[src/rtl/button_sync_debounce_if.sv]
// -----------------------------------------------------------------------------
// button_sync_debounce_if
// Consumer-facing bundle of the push-button front-end.
//   i_press_ack      consumer accepts the pending press
//   o_button_level   debounced level, 1 = pressed
//   o_press_pulse    1-cycle strobe on an accepted press (and on each repeat)
//   o_release_pulse  1-cycle strobe on an accepted release
//   o_press_req      pending-press request, held until acknowledged
//   o_overrun        sticky: a press arrived while o_press_req was already high
// Modports: master = debouncer side, slave = consumer side (e.g. UART TX start).
// -----------------------------------------------------------------------------
interface button_sync_debounce_if;
    logic i_press_ack;
    logic o_button_level;
    logic o_press_pulse;
    logic o_release_pulse;
    logic o_press_req;
    logic o_overrun;

    modport master (
        input  i_press_ack,
        output o_button_level,
        output o_press_pulse,
        output o_release_pulse,
        output o_press_req,
        output o_overrun
    );

    modport slave (
        output i_press_ack,
        input  o_button_level,
        input  o_press_pulse,
        input  o_release_pulse,
        input  o_press_req,
        input  o_overrun
    );
endinterface

[src/rtl/button_sync_debounce.sv]
// -----------------------------------------------------------------------------
// button_sync_debounce
// Push-button front-end: synchronises the raw pin, debounces it with a
// four-state FSM plus qualify counter, and produces a clean level, press /
// release strobes and a press request held until the consumer acknowledges.
//
// Ports:
//   i_clk         system clock
//   i_rst         asynchronous, active-low reset
//   i_button_raw  raw asynchronous button pin
//   btn           button_sync_debounce_if.master (ack in; level, strobes,
//                 request and overrun flag out)
//
// Optional feature: define BTN_AUTO_REPEAT_EN to add auto-repeat press
// strobes while the button is held (first after REPEAT_DELAY cycles, then
// every REPEAT_PERIOD cycles). Without it, REPEAT_* are unused.
//
// state           | meaning
// RELEASED        | stable not-pressed
// CONFIRM_PRESS   | input went pressed, counting stable cycles
// PRESSED         | stable pressed
// CONFIRM_RELEASE | input went released, counting stable cycles
// -----------------------------------------------------------------------------
module button_sync_debounce #(
    parameter int unsigned SYNC_STAGES     = 2,
    parameter int unsigned DEBOUNCE_CYCLES = 1_250_000,
    parameter bit          ACTIVE_HIGH     = 1'b1,
    parameter int unsigned REPEAT_DELAY    = 62_500_000,
    parameter int unsigned REPEAT_PERIOD   = 12_500_000
) (
    input  logic                          i_clk,
    input  logic                          i_rst,
    input  logic                          i_button_raw,
    button_sync_debounce_if.master        btn
);

    localparam int unsigned CNT_W = $clog2(DEBOUNCE_CYCLES + 1);
    localparam logic [CNT_W-1:0] CNT_DONE = CNT_W'(DEBOUNCE_CYCLES);

    if (SYNC_STAGES < 2) begin : g_bad_sync
        $error("SYNC_STAGES must be >= 2");
    end
    if (DEBOUNCE_CYCLES < 1) begin : g_bad_debounce
        $error("DEBOUNCE_CYCLES must be >= 1");
    end
    if (REPEAT_DELAY < 1 || REPEAT_PERIOD < 1) begin : g_bad_repeat
        $error("REPEAT_DELAY and REPEAT_PERIOD must be >= 1");
    end

    typedef enum logic [1:0] {
        RELEASED        = 2'd0,
        CONFIRM_PRESS   = 2'd1,
        PRESSED         = 2'd2,
        CONFIRM_RELEASE = 2'd3
    } state_t;

    state_t           state;
    logic [CNT_W-1:0] cnt;
    logic [SYNC_STAGES-1:0] sync_ff;
    logic             sync;
    logic             level_q;
    logic             press_q;
    logic             release_q;
    logic             req_q;
    logic             overrun_q;
    logic             repeat_fire;

    // Flops reset to the idle pin level so that sync reads "not pressed"
    // out of reset regardless of ACTIVE_HIGH.
    always_ff @(posedge i_clk or negedge i_rst) begin
        if (!i_rst) begin
            sync_ff <= {SYNC_STAGES{~ACTIVE_HIGH}};
        end else begin
            sync_ff <= {sync_ff[SYNC_STAGES-2:0], i_button_raw};
        end
    end

    assign sync = ACTIVE_HIGH ? sync_ff[SYNC_STAGES-1] : ~sync_ff[SYNC_STAGES-1];

`ifdef BTN_AUTO_REPEAT_EN
    localparam int unsigned RPT_MAX = (REPEAT_DELAY > REPEAT_PERIOD) ? REPEAT_DELAY : REPEAT_PERIOD;
    localparam int unsigned RPT_W   = $clog2(RPT_MAX + 1);

    logic [RPT_W-1:0] rpt_cnt;
    logic             rpt_first;
    logic [RPT_W-1:0] rpt_limit;

    assign rpt_limit   = rpt_first ? RPT_W'(REPEAT_DELAY) : RPT_W'(REPEAT_PERIOD);
    assign repeat_fire = (state == PRESSED) && sync && ((rpt_cnt + RPT_W'(1)) == rpt_limit);

    // Runs only while stably pressed; holds through CONFIRM_RELEASE so a
    // bounce back to PRESSED resumes, and clears once the release is accepted.
    always_ff @(posedge i_clk or negedge i_rst) begin
        if (!i_rst) begin
            rpt_cnt   <= '0;
            rpt_first <= 1'b1;
        end else if (state == RELEASED || state == CONFIRM_PRESS) begin
            rpt_cnt   <= '0;
            rpt_first <= 1'b1;
        end else if (state == PRESSED && sync) begin
            if (repeat_fire) begin
                rpt_cnt   <= '0;
                rpt_first <= 1'b0;
            end else begin
                rpt_cnt <= rpt_cnt + RPT_W'(1);
            end
        end
    end
`else
    assign repeat_fire = 1'b0;
`endif

    always_ff @(posedge i_clk or negedge i_rst) begin
        if (!i_rst) begin
            state     <= RELEASED;
            cnt       <= '0;
            level_q   <= 1'b0;
            press_q   <= 1'b0;
            release_q <= 1'b0;
            req_q     <= 1'b0;
            overrun_q <= 1'b0;
        end else begin
            press_q   <= 1'b0;
            release_q <= 1'b0;

            case (state)
                RELEASED: begin
                    if (sync) begin
                        state <= CONFIRM_PRESS;
                        cnt   <= CNT_W'(1);
                    end
                end
                CONFIRM_PRESS: begin
                    if (!sync) begin
                        state <= RELEASED;
                        cnt   <= '0;
                    end else if (cnt == CNT_DONE) begin
                        state   <= PRESSED;
                        cnt     <= '0;
                        level_q <= 1'b1;
                        press_q <= 1'b1;
                    end else begin
                        cnt <= cnt + CNT_W'(1);
                    end
                end
                PRESSED: begin
                    if (!sync) begin
                        state <= CONFIRM_RELEASE;
                        cnt   <= CNT_W'(1);
                    end else if (repeat_fire) begin
                        press_q <= 1'b1;
                    end
                end
                CONFIRM_RELEASE: begin
                    if (sync) begin
                        state <= PRESSED;
                        cnt   <= '0;
                    end else if (cnt == CNT_DONE) begin
                        state     <= RELEASED;
                        cnt       <= '0;
                        level_q   <= 1'b0;
                        release_q <= 1'b1;
                    end else begin
                        cnt <= cnt + CNT_W'(1);
                    end
                end
                default: begin
                    state <= RELEASED;
                    cnt   <= '0;
                end
            endcase

            // A new press wins over a simultaneous ack: the request stays up
            // for the newer press and that case is not an overrun.
            if (press_q) begin
                if (req_q && !btn.i_press_ack) begin
                    overrun_q <= 1'b1;
                end
                req_q <= 1'b1;
            end else if (req_q && btn.i_press_ack) begin
                req_q <= 1'b0;
            end
        end
    end

    assign btn.o_button_level  = level_q;
    assign btn.o_press_pulse   = press_q;
    assign btn.o_release_pulse = release_q;
    assign btn.o_press_req     = req_q;
    assign btn.o_overrun       = overrun_q;

endmodule
[src/flat_wrapper.sv]
// flat-port wrapper written by rule: the top's interface ports become plain ports
module button_sync_debounce_flat 
#(
    parameter int unsigned SYNC_STAGES     = 2,
    parameter int unsigned DEBOUNCE_CYCLES = 1_250_000,
    parameter bit          ACTIVE_HIGH     = 1'b1,
    parameter int unsigned REPEAT_DELAY    = 62_500_000,
    parameter int unsigned REPEAT_PERIOD   = 12_500_000
)
  (i_clk, i_rst, i_button_raw, btn_i_press_ack, btn_o_button_level, btn_o_press_pulse, btn_o_release_pulse, btn_o_press_req, btn_o_overrun);
  button_sync_debounce_if btn_i ();
  input  logic i_clk;
  input  logic i_rst;
  input  logic i_button_raw;
  input wire logic [$bits(btn_i.i_press_ack)-1:0] btn_i_press_ack;
  output wire logic [$bits(btn_i.o_button_level)-1:0] btn_o_button_level;
  output wire logic [$bits(btn_i.o_press_pulse)-1:0] btn_o_press_pulse;
  output wire logic [$bits(btn_i.o_release_pulse)-1:0] btn_o_release_pulse;
  output wire logic [$bits(btn_i.o_press_req)-1:0] btn_o_press_req;
  output wire logic [$bits(btn_i.o_overrun)-1:0] btn_o_overrun;
  assign btn_i.i_press_ack = btn_i_press_ack;
  assign btn_o_button_level = btn_i.o_button_level;
  assign btn_o_press_pulse = btn_i.o_press_pulse;
  assign btn_o_release_pulse = btn_i.o_release_pulse;
  assign btn_o_press_req = btn_i.o_press_req;
  assign btn_o_overrun = btn_i.o_overrun;
  button_sync_debounce #(.SYNC_STAGES(SYNC_STAGES), .DEBOUNCE_CYCLES(DEBOUNCE_CYCLES), .ACTIVE_HIGH(ACTIVE_HIGH), .REPEAT_DELAY(REPEAT_DELAY), .REPEAT_PERIOD(REPEAT_PERIOD)) u_core (.i_clk(i_clk), .i_rst(i_rst), .i_button_raw(i_button_raw), .btn(btn_i));
endmodule
[config.mk]
export PLATFORM = sky130hd
export DESIGN_NAME = button_sync_debounce_flat
export DESIGN_NICKNAME = d
export VERILOG_FILES = /design/src/rtl/button_sync_debounce_if.sv /design/src/rtl/button_sync_debounce.sv /design/src/flat_wrapper.sv
export SDC_FILE = /design/constraint.sdc
export NUM_CORES = 1
export LEC_CHECK = 0
export BUFFER_PORTS_ARGS = -buffer_cell sky130_fd_sc_hd__buf_2
export CAP_MARGIN = 15
export CORE_ASPECT_RATIO = 0.75
export CORE_UTILIZATION = 60
export CTS_CLUSTER_SIZE = 28
export DETAILED_ROUTE_END_ITERATION = 10
export GPL_ROUTABILITY_DRIVEN = 0
export PLACE_DENSITY = 0.79
export REMOVE_ABC_BUFFERS = 1
export SLEW_MARGIN = 20
export SYNTH_ARGS = -nofsm -noshare
export SYNTH_HDL_FRONTEND = slang
export SYNTH_SLANG_ARGS = --single-unit
export TNS_END_PERCENT = 5
[constraint.sdc]
create_clock -name i_clk -period 6.05 [get_ports i_clk]
set_clock_uncertainty 0.1 [all_clocks]
set_input_delay 1.21 -clock i_clk [delete_from_list [all_inputs] [get_ports i_clk]]
set_output_delay 1.21 -clock i_clk [all_outputs]
set_load 0.005 [all_outputs]
==> impl_summary.log, run 1 <==
INFO  metric synth_cell_types = 38
INFO  metric slowest_delay = 0.80 ns
INFO  metric outcome = finished clean
INFO  metric worst_voltage_drop_across_the_vdd_grid = 0.000171 V
INFO  metric synth-seq-cells = 30
INFO  metric drtAntennaViolNets = 0
INFO  metric post_cts_buffers = 0
INFO  metric final.setup.tns = 0 ns
INFO  metric cts.reportedPaths.clkPinSlew = 0.10 ns
INFO  metric cp_cell_sequence = inv_1, ha_1, nor4bb_1, and4_1, a21oi_2, o21ai_0, a31oi_1
INFO  metric worstPathRequired = 6.22 ns
INFO  metric clock_tree_from_tritoncts = built
INFO  metric min_tclk_post_route = 2.47 ns
INFO  metric syn2layout_area_growth = 7.46%
INFO  metric timing.final.hold_violations = 0
INFO  metric final_layout_size_suffix_gt1_frac = 0.155
INFO  metric design.portCount = 9
INFO  metric total_design_power = between 0.0003 and 0.0004 W
INFO  metric max_freq = 405 MHz
INFO  metric yosysSeqAreaShare = 0.487
INFO  metric finalSetupViolations = 0
INFO  metric antenna_cells_inserted = 0
INFO  metric cts_buffers = 5
INFO  metric sort_of_element_at_the_start_of_the_critical_path = flop
INFO  metric number_of_synthesis_warnings = 0
INFO  metric floorplan.core_area = 2360 um^2
INFO  metric power.static_leakage = 0.732 nW
INFO  metric start_util = 0.652
INFO  metric netlist_instances = 158
INFO  metric grtUsageTotal = 0.277
INFO  metric drt_pre_antenna_iters = 4
INFO  metric viasPerCell = 6.72
INFO  metric timing_worst_setup_path_type = flop to flop
INFO  metric grt_max_degree = 31
INFO  metric post_synth_instance_area = 1540 um^2
INFO  metric holdBufCountCts = 0
INFO  metric count_of_unresolved_drc_violations_after_routing = 0
INFO  metric dr_total_vias = 1357
INFO  metric crit_path_end_kind = flop
INFO  metric sum_of_net_half_perimeters_after_detailed_placement = 2230 um
INFO  metric worst-r2r-setup-slack = 3.58 ns
INFO  metric routed_wire_length_per_instance = 16.4 um
INFO  metric critical_path.slowest_cell = sky130_fd_sc_hd__a21oi_2
INFO  metric antenna_violations_before_repair = 0
INFO  metric numPortBuffers = 8
INFO  metric multiInputGateArea = 746 um^2
INFO  metric routed_wl = 3310 um
INFO  metric worst_slew_margin_rel = 0.306
INFO  metric seqCellArea = approximately 750 um^2
INFO  metric hold_path.class = flop to flop
INFO  metric fp.dieW = 60.6 um
INFO  metric period_share = 0.408
INFO  metric clkLatencyLatePin = 0.35 ns
INFO  metric finalInstanceArea = 1660 um^2
INFO  metric fp.dieArea = 2780 um^2
INFO  metric h-tree-depth = 2
INFO  metric layout_commonest_cell = sky130_fd_sc_hd__dfrtp_1
INFO  metric worst-endpoint-arrival = ~2.6 ns
INFO  metric post_synth.cell_area_avg = 9.76 um^2
INFO  metric power-per-cell-area = 225 nW/um^2
INFO  metric rsz_0062_raised_after_global_routing = no
INFO  metric layout.cells.most_common_list = sky130_fd_sc_hd__dfrtp_1 (30), sky130_fd_sc_hd__nand2_1 (18), sky130_fd_sc_hd__a31oi_1 (13)
INFO  metric final.fill_count = 199
INFO  metric critPathMaxFanout = 25
INFO  metric hold_ws = 0.271 ns
INFO  metric instances_no_fill = 202
INFO  metric worst_pin_slew = about 1.0 ns
INFO  metric clock-sinks = 30
INFO  metric slew_viols_final = 0
INFO  metric wire_length_of_the_first_global_routing_pass = about 5400 um
INFO  metric ctsLongestPathBuffers = 2
INFO  metric max_cap_check_violation_count = 0
INFO  metric cts_resized = 0
INFO  metric first_global_vias = 1234
INFO  metric drt-initial-drc-count = between 100 and 150
INFO  metric dpl_cell_area = 1600 um^2
INFO  metric grt.overflow.total = 0
INFO  metric rows = 15
INFO  metric nets = 173
INFO  metric chipHeight = around 46 um
INFO  metric place_inst = slightly below 200
INFO  metric root_buffer = sky130_fd_sc_hd__clkbuf_4
[worst max-delay path: cells and delay by family, from the launching register on]
kind,cells,cell delay (ns)
adder cells (fa/ha/maj),1,0.20
buffers and inverters,1,0.06
AND/OR/NAND/NOR,2,0.34
AO/OA/AOI/OAI,3,1.28
flip-flops,1,0.42
[worst paths after layout]
kind | cells after the start | start | endpoint
max in group asynchronous | 1 | i_rst | u_core.cnt[19]
min in group asynchronous | 1 | i_rst | u_core.cnt[3]
min | 0 | u_core.sync_ff[0] | u_core.sync_ff[1]
max reg2reg | 7 | u_core.cnt[0] | u_core.cnt[5]
min reg2reg | 0 | u_core.sync_ff[0] | u_core.sync_ff[1]
max | 7 | u_core.cnt[0] | u_core.cnt[5]
[cells by family (layout without fill, tap and decap cells)]
group / Yosys count / count (layout) / share of synthesized area
muxes: 1 / 1 / 0.00730
buffers and inverters: 11 / 21 / 0.0300
and+or+nand+nor: 63 / 63 / 0.227
adders and majority gates: 2 / 2 / 0.0162
AOI/OAI and AO/OA: 47 / 47 / 0.205
DFF: 30 / 30 / 0.487
xor gates and xnor gates: 4 / 4 / 0.0276
[layout make-up]
class | instances | share of cell area
Sequential cell | 30 | 0.453
Multi-Input combinational cell | 117 | 0.450
Clock buffer | 7 | 0.0332
Tap cell | 34 | 0.0257
Timing Repair Buffer | 8 | 0.0242
Inverter | 5 | 0.0113
Clock inverter | 1 | 0.00302
[state kept, by name, summed over array words and instances, names as in the netlist, named ones only]
name	flops
u_core.btn.o_button_level	1
u_core.btn.o_overrun	1
u_core.btn.o_press_pulse	1
u_core.btn.o_press_req	1
u_core.btn.o_release_pulse	1
u_core.cnt	21
u_core.state	1
u_core.sync_ff	2
[per-layer routing]
| layer | vias up | GRT usage | wire length, um |
|---|---|---|---|
| met4 | 0 | 0.164 | 54 |
| li1 | 614 | - | - |
| met1 | 662 | 0.361 | 1460 |
| met2 | 72 | 0.426 | 1530 |
| met3 | 9 | 0.0625 | 263 |
| met5 | - | 0 | 0 |
[stage by stage]
stage	utilization	worst slack (ns)
finish	0.701	3.58
global route	0.701	3.44
CTS	0.701	3.62
detailed placement	0.676	3.64
global placement	0.676	3.79
floorplan	-	4.03
[report_power, final]
group | total (W) | internal (W) | switching (W)
registers | 0.000217 | 0.000207 | 0.00000978
clock network | 0.000128 | 0.0000562 | 0.0000720
logic | 0.0000287 | 0.0000100 | 0.0000187
[Yosys cell counts]
master                      n  area share
sky130_fd_sc_hd__o21ai_0   10       0.032
sky130_fd_sc_hd__a22o_1     3       0.017
sky130_fd_sc_hd__a41oi_1    3       0.017
sky130_fd_sc_hd__mux2_2     1      0.0073
sky130_fd_sc_hd__dfrtp_1   30        0.49
sky130_fd_sc_hd__and3_1     1      0.0041
sky130_fd_sc_hd__nand4_1    3       0.012
sky130_fd_sc_hd__o21ba_2    1      0.0065
sky130_fd_sc_hd__inv_1      5       0.012
sky130_fd_sc_hd__nor2_1     9       0.022
sky130_fd_sc_hd__nor4bb_1   1      0.0065
sky130_fd_sc_hd__nor3_1     3      0.0097
sky130_fd_sc_hd__a21o_4     1      0.0097
sky130_fd_sc_hd__and4_1     3       0.017
sky130_fd_sc_hd__xor2_2     1       0.011
sky130_fd_sc_hd__xor2_1     3       0.017
sky130_fd_sc_hd__nand2_2    1      0.0041
sky130_fd_sc_hd__buf_2      4       0.013
sky130_fd_sc_hd__o211ai_1   1      0.0049
sky130_fd_sc_hd__and2_1     2      0.0081
sky130_fd_sc_hd__a21o_1     2      0.0097
sky130_fd_sc_hd__nand2_1   18       0.044
sky130_fd_sc_hd__a31o_2     3       0.017
sky130_fd_sc_hd__or2_2      1      0.0041
sky130_fd_sc_hd__ha_1       2       0.016
sky130_fd_sc_hd__nor4_4     1       0.014
sky130_fd_sc_hd__or3_1      1      0.0041
sky130_fd_sc_hd__nor4_1     2      0.0081
sky130_fd_sc_hd__o211a_1    1      0.0065
sky130_fd_sc_hd__a21oi_2    1      0.0057
sky130_fd_sc_hd__a21oi_1    8       0.026
sky130_fd_sc_hd__nand2b_1   3       0.012
sky130_fd_sc_hd__a31oi_1   13       0.053
sky130_fd_sc_hd__nand3_1    8       0.026
sky130_fd_sc_hd__nor3b_1    2      0.0097
sky130_fd_sc_hd__or4_1      1      0.0049
sky130_fd_sc_hd__nor4b_1    3       0.017
sky130_fd_sc_hd__clkbuf_1   2      0.0049
(Power assumes the default switching activity.)
==> inputs of run 2 (changes only) <==
CORE_UTILIZATION = 59   (was 60)
PLACE_DENSITY = 0.78   (was 0.79)
clock period = 2.48 ns   (was 6.05 ns; I/O delays follow)
==> run 2 against run 1 <==
Against the previous run:
- sequential power is 140% higher
- final area rose by 1.8%
- largest cell class is now multi-input combinational cells
- setup slack got worse by 3.3 ns
- largest power group unchanged
==> impl_summary.log, run 2 (synthesized netlist as in run 1, its figures left out) <==
INFO  metric outcome = finished clean
INFO  metric worst_pin_slew = 0.654 ns (-0.387 ns)
INFO  metric period_share = 0.868 (+0.460)
INFO  metric multiInputGateArea = 753 um^2 (+1.0%)
INFO  metric timing_worst_setup_path_type = flop to flop
INFO  metric sequentialPowerShare = 0.541 (-0.039)
INFO  metric power.static_leakage = 0.743 nW (+1.5%)
INFO  metric slew_viols_final = 0 (unchanged)
INFO  metric antenna_cells_inserted = 0 (unchanged)
INFO  metric clock-sinks = 30 (unchanged)
INFO  metric design_internal_power = 0.000742 W (+170%)
INFO  metric root_buffer = sky130_fd_sc_hd__clkbuf_4
INFO  metric final.setup.tns = 0 ns (unchanged)
INFO  metric chipHeight = 46.3 um (+0.81%)
INFO  metric instances_no_fill = 203 (+0.50%)
INFO  metric final_layout_size_suffix_gt1_frac = 0.154 (-0.000916)
INFO  metric routed_wl = 3000 um (-9.4%)
INFO  metric clock_tree_from_tritoncts = built
INFO  metric net-switching-power = 0.000233 W (+130%)
INFO  metric clock_power_share = 0.389 (+0.046)
INFO  metric hold_path.class = primary input to async pin
INFO  metric first_global_vias = 1039 (-16%)
INFO  metric drt_pre_antenna_iters = 4 (unchanged)
INFO  metric rows = 15 (unchanged)
INFO  metric viasPerCell = 6.17 (-8.2%)
INFO  metric worstPathRequired = 2.63 ns (-3.59 ns)
INFO  metric layout.cells.most_common_list = sky130_fd_sc_hd__dfrtp_1 (30), sky130_fd_sc_hd__nand2_1 (18), sky130_fd_sc_hd__a31oi_1 (13)
INFO  metric numPortBuffers = 8 (unchanged)
INFO  metric hold_ws = 0.0793 ns (-0.191 ns)
INFO  metric cts.reportedPaths.clkPinSlew = 0.09 ns (about the same)
INFO  metric cts_buffers = 5 (unchanged)
INFO  metric final_critical_path_setup_slack = 0.327 ns (-3.26 ns)
INFO  metric place_inst = 195 (+0.52%)
INFO  metric largest_register_ffs = 21 (unchanged)
INFO  metric timing.final.hold_violations = 0 (unchanged)
INFO  metric sort_of_element_at_the_start_of_the_critical_path = flop
INFO  metric regToRegStartpoint = u_core.cnt[0]
INFO  metric ctsLongestPathBuffers = 2 (unchanged)
INFO  metric drtAntennaViolNets = 0 (unchanged)
INFO  metric layout_commonest_cell = sky130_fd_sc_hd__dfrtp_1
INFO  metric rsz_0062_raised_after_global_routing = no
INFO  metric floorplan.core_area = 2380 um^2 (+0.79%)
INFO  metric netSwitchingFraction = 0.239 (-0.0301)
INFO  metric max_cap_check_violation_count = 0 (unchanged)
INFO  metric max_freq = 464 MHz (+15%)
INFO  metric design.portCount = 9 (unchanged)
INFO  metric routed_wire_length_per_instance = 14.8 um (-9.8%)
INFO  metric min_tclk_post_route = 2.15 ns (-0.314 ns)
INFO  metric seqCellArea = 751 um^2 (unchanged)
INFO  metric reg_top3 = u_core.cnt: 21 flops, u_core.sync_ff: 2 flops
INFO  metric power-per-cell-area = 578 nW/um^2 (+160%)
INFO  metric critPathMaxFanout = 25 (unchanged)
INFO  metric fp.dieArea = 2830 um^2 (+1.6%)
INFO  metric grt_max_degree = 31 (unchanged)
INFO  metric dr_total_vias = 1252 (-7.7%)
INFO  metric syn2layout_area_growth = 9.41%
INFO  metric fp.dieW = 61.0 um (+0.82%)
INFO  metric h-tree-depth = 2 (unchanged)
INFO  metric start_util = 0.647 (-0.00514)
INFO  metric antenna_violations_before_repair = 0 (unchanged)
INFO  metric max_flop_register = u_core.cnt
INFO  metric worst_slew_margin_rel = 0.564 (+0.258)
INFO  metric grt.overflow.total = 0 (unchanged)
INFO  metric nets = 174 (+0.58%)
INFO  metric post_cts_buffers = 0 (unchanged)
INFO  metric drt-initial-drc-count = 81 (-20%)
INFO  metric clkLatencyLatePin = 0.33 ns (-0.02 ns)
INFO  metric worst_voltage_drop_across_the_vdd_grid = 0.000407 V (+140%)
INFO  metric count_of_unresolved_drc_violations_after_routing = 0 (unchanged)
INFO  metric finalSetupViolations = 0 (unchanged)
INFO  metric grtUsageTotal = 0.242 (-0.0350)
INFO  metric worst-endpoint-arrival = 2.31 ns (-0.33 ns)
INFO  metric final.fill_count = 189 (-5.0%)
INFO  metric crit_path_end_kind = flop
INFO  metric wire_length_of_the_first_global_routing_pass = 4780 um (-12%)
INFO  metric post-place-ws = 0.143 ns (-3.50 ns)
INFO  metric comb_power_share = 0.070 (-0.007)
INFO  metric worst_setup_path_startpoint = u_core.cnt[0]
INFO  metric sum_of_net_half_perimeters_after_detailed_placement = 2030 um (-8.7%)
-- run 2: cell count changes in the layout (fill, tap and decap cells not counted) --
cell,before,now
sky130_fd_sc_hd__a21oi_4,0,1
sky130_fd_sc_hd__a21oi_2,1,0
sky130_fd_sc_hd__buf_4,0,1
sky130_fd_sc_hd__bufinv_16,0,1
sky130_fd_sc_hd__clkbuf_1,1,2
sky130_fd_sc_hd__clkbuf_8,1,0
sky130_fd_sc_hd__clkinv_2,1,0
-- run 2: repair_timing --
action,4_1_cts,5_1_grt
endpoints found under the hold margin,0,0
gates resized for setup,0,1
setup endpoints to repair,0,13
hold buffers,0,0
-- run 2: worst max-delay path: stages (launching register included) --
cell and delay, ns:
sky130_fd_sc_hd__dfrtp_1 0.42, sky130_fd_sc_hd__inv_1 0.07, sky130_fd_sc_hd__ha_1 0.19, sky130_fd_sc_hd__nor4bb_1 0.13
sky130_fd_sc_hd__and4_1 0.24, sky130_fd_sc_hd__a21oi_4 0.54, sky130_fd_sc_hd__a41oi_1 0.21, sky130_fd_sc_hd__a31oi_1 0.18
-- run 2: worst paths after layout --
check / slack, ns / depth (start not counted) / endpoint
hold reg to reg: 0.26 / 0 / u_core.sync_ff[1]
setup / recovery: 0.33 / 7 / u_core.cnt[19]
min in group i_clk: 0.16 / 1 / u_core.sync_ff[0]
setup reg to reg: 0.33 / 7 / u_core.cnt[19]
max in group asynchronous: 1.78 / 1 / u_core.cnt[14]
hold / removal: 0.08 / 1 / u_core.btn.o_overrun
-- run 2: power by group through the flow --
stage | combinational [W] | sequential, W | clock [W]
after floorplan | 0.0000443 | 0.000530 | 0
after global placement | 0.0000641 | 0.000537 | 0
after detailed placement | 0.0000677 | 0.000537 | 0
after CTS | 0.0000676 | 0.000528 | 0.000384
after global routing | 0.0000774 | 0.000531 | 0.000405
final | 0.0000679 | 0.000528 | 0.000380
-- run 2: final cells by class --
| class | count | area share |
|---|---|---|
| clock inverter | 1 | 0.0178 |
| multi-input combinational | 117 | 0.446 |
| inverter | 5 | 0.0111 |
| tap | 34 | 0.0252 |
| sequential | 30 | 0.445 |
| timing repair buffer | 9 | 0.0282 |
| clock buffer | 7 | 0.0267 |
-- run 2: routing by layer --
layer | global-route usage | vias up | routed length (um) | share of wire
met5 | 0 | - | 0 | 0
met4 | 0.118 | 0 | 26 | 0.0087
met3 | 0.0590 | 2 | 234 | 0.078
met2 | 0.343 | 52 | 1310 | 0.44
met1 | 0.345 | 589 | 1430 | 0.48
li1 | - | 609 | - | -
-- run 2: through the flow --
step / utilization / total power (W) / instance area (um^2)
floorplan: - / 0.000574 / 1520
global placement: 0.673 / 0.000601 / 1610
detailed placement: 0.673 / 0.000605 / 1610
CTS: 0.705 / 0.000980 / 1680
global route: 0.708 / 0.00101 / 1690
finish: 0.708 / 0.000975 / 1690
==> inputs of run 3 (changes only) <==
CORE_MARGIN = 2   (was unset)
RECOVER_POWER = 100   (was unset)
==> run 3 against run 2 <==
Against the previous run:
- the run now ends with max-capacitance violations, max-slew violations left
- register-to-register slack got worse by 0.11 ns
- global-route usage fell by 1.6 points
- first-iteration DRC count rose by 27%
- sequential share of layout area rose by 0.81 points
- worst hold slack improved by 0.081 ns
- utilization fell by 5.6 points
- non-clock buffer count fell by 1
- via count fell by 0.72%
- final area fell by 1.8%
- clock power fell by 20%
- sequential cell count did not move
- sequential power barely moved
- largest cell class is now flip-flops and latches
==> impl_summary.log, run 3 (synthesized netlist as in run 1, its figures left out) <==
INFO  metric critPathMaxFanout = 7 (-72%)
INFO  metric period_share = 0.914 (+0.0461)
INFO  metric rsz_0062_raised_after_global_routing = no
INFO  metric largest_register_ffs = 21 (unchanged)
INFO  metric start_util = 0.607 (-0.0405)
INFO  metric max_flop_register = u_core.cnt
INFO  metric dr_total_vias = 1243 (-0.72%)
INFO  metric grt.overflow.total = 0 (unchanged)
INFO  metric max_freq = 441 MHz (-5.0%)
INFO  metric cts.reportedPaths.clkPinSlew = 0.09 ns (about the same)
INFO  metric layout_commonest_cell = sky130_fd_sc_hd__dfrtp_1
INFO  metric grtUsageTotal = 0.227 (-0.0156)
INFO  metric routed_wl = 3000 um (-0.10%)
INFO  metric sum_of_net_half_perimeters_after_detailed_placement = 2050 um (+0.91%)
INFO  metric nets = 173 (-0.57%)
INFO  metric drtAntennaViolNets = 0 (unchanged)
INFO  metric power-per-cell-area = 542 nW/um^2 (-6.3%)
INFO  metric design.portCount = 9 (unchanged)
INFO  metric finalSetupViolations = 0 (unchanged)
INFO  metric antenna_cells_inserted = 0 (unchanged)
INFO  metric fp.dieArea = 3040 um^2 (+7.7%)
INFO  metric antenna_violations_before_repair = 0 (unchanged)
INFO  metric drt_pre_antenna_iters = 4 (unchanged)
INFO  metric clock_tree_from_tritoncts = built
INFO  metric clock-sinks = 30 (unchanged)
INFO  metric clkLatencyLatePin = 0.34 ns (about the same)
INFO  metric rows = 16 (+1)
INFO  metric worst-endpoint-arrival = 2.38 ns (+0.07 ns)
INFO  metric worst_slew_margin_rel = -0.0409 (-0.605)
INFO  metric post_cts_buffers = 0 (unchanged)
INFO  metric timing_worst_setup_path_type = flop to flop
INFO  metric final_layout_size_suffix_gt1_frac = 0.137 (-0.0169)
INFO  metric floorplan.core_area = 2540 um^2 (+6.7%)
INFO  metric h-tree-depth = 2 (unchanged)
INFO  metric slew_viols_final = 31 (+31)
INFO  metric routed_wire_length_per_instance = 14.7 um (-0.59%)
INFO  metric timing.final.hold_violations = 0 (unchanged)
INFO  metric sort_of_element_at_the_start_of_the_critical_path = flop
INFO  metric worst_pin_slew = 1.56 ns (+0.907 ns)
INFO  metric multiInputGateArea = 746 um^2 (-1.0%)
INFO  metric first_global_vias = 1067 (+2.7%)
INFO  metric reg_top3 = u_core.cnt: 21 flops, u_core.sync_ff: 2 flops
INFO  metric postLayoutCoreUtil = 0.652 (-0.0561)
INFO  metric worst_voltage_drop_across_the_vdd_grid = 0.000390 V (-4.1%)
INFO  metric chipHeight = 48.3 um (+4.3%)
INFO  metric final.setup.tns = 0 ns (unchanged)
INFO  metric layout.cells.most_common_list = sky130_fd_sc_hd__dfrtp_1 (30), sky130_fd_sc_hd__nand2_1 (18), sky130_fd_sc_hd__a31oi_1 (13)
INFO  metric final.fill_count = 228 (+21%)
INFO  metric total_design_power = 0.000898 W (-8.0%)
INFO  metric wire_length_of_the_first_global_routing_pass = 5040 um (+5.4%)
INFO  metric numPortBuffers = 8 (unchanged)
INFO  metric power.static_leakage = 0.725 nW (-2.4%)
INFO  metric drt-initial-drc-count = 103 (+27%)
INFO  metric failed_checks = max-capacitance violations, max-slew violations
INFO  metric outcome = finished with violations
INFO  metric count_of_unresolved_drc_violations_after_routing = 0 (unchanged)
INFO  metric max_cap_check_violation_count = 1 (+1)
INFO  metric hold_path.class = primary input to flop
INFO  metric fp.dieW = 63.0 um (+3.3%)
INFO  metric viasPerCell = 6.09 (-1.2%)
INFO  metric syn2layout_area_growth = 7.46%
INFO  metric ctsLongestPathBuffers = 2 (unchanged)
INFO  metric seqCellArea = 751 um^2 (unchanged)
INFO  metric root_buffer = sky130_fd_sc_hd__clkbuf_4
INFO  metric worstPathRequired = 2.59 ns (-0.04 ns)
INFO  metric min_tclk_post_route = 2.27 ns (+0.114 ns)
INFO  metric cts_buffers = 5 (unchanged)
INFO  metric grt_max_degree = 31 (unchanged)
INFO  metric crit_path_end_kind = flop
run 3: per-stage QoR:
step                      std cells  setup slack [ns]  hold WS [ns]  area, um^2
after detailed placement        196             0.125         0.237        1600
after floorplan                 152             0.464         0.100        1520
final                           204             0.213         0.160        1660
after CTS                       204             0.101        0.0964        1660
after global routing            204            0.0704         0.145        1660
after global placement          196             0.230         0.233        1600
run 3: cell type report:
cell class / instances / share of cell area
flip-flops and latches: 30 / 0.453
multi-input cells: 117 / 0.450
clock buffers: 7 / 0.0332
well taps: 36 / 0.0272
repair buffers: 8 / 0.0226
inverters: 5 / 0.0113
clock inverters: 1 / 0.00302
run 3: repair_timing:
action | 4_1_cts | 5_1_grt
hold endpoints to repair | 0 | 0
setup endpoints to repair | 0 | 8
resized for setup | 0 | 1
hold buffers | 0 | 0
run 3: worst max-delay path, stage by stage (launching register included):
cell	delay (ns)
sky130_fd_sc_hd__dfrtp_1	0.41
sky130_fd_sc_hd__ha_1	0.24
sky130_fd_sc_hd__and4_1	0.29
sky130_fd_sc_hd__nand4_1	0.31
sky130_fd_sc_hd__nor3_1	0.49
sky130_fd_sc_hd__a31o_2	0.22
sky130_fd_sc_hd__a31oi_1	0.08
run 3: layer usage:
metal	wire length, um	GRT usage	vias to the layer above
met5	0	0	-
met4	42	0.0978	0
met3	168	0.0693	4
met2	1340	0.351	36
met1	1450	0.306	595
li1	-	-	608
run 3: worst paths after layout:
kind / from / end / slack [ns] / cells after the start
max reg2reg: u_core.cnt[0] / u_core.cnt[20] / 0.21 / 6
min reg2reg: u_core.sync_ff[0] / u_core.sync_ff[1] / 0.25 / 0
max in group asynchronous: i_rst / u_core.cnt[6] / 0.94 / 1
min in group asynchronous: i_rst / u_core.sync_ff[0] / 0.43 / 1
min: i_button_raw / u_core.sync_ff[0] / 0.16 / 1
max: u_core.cnt[0] / u_core.cnt[20] / 0.21 / 6
run 3: power breakdown:
part	internal (W)	total (W)	switching (W)
Clock	0.000137	0.000304	0.000167
Sequential	0.000504	0.000526	0.0000215
Combinational	0.0000232	0.0000677	0.0000446
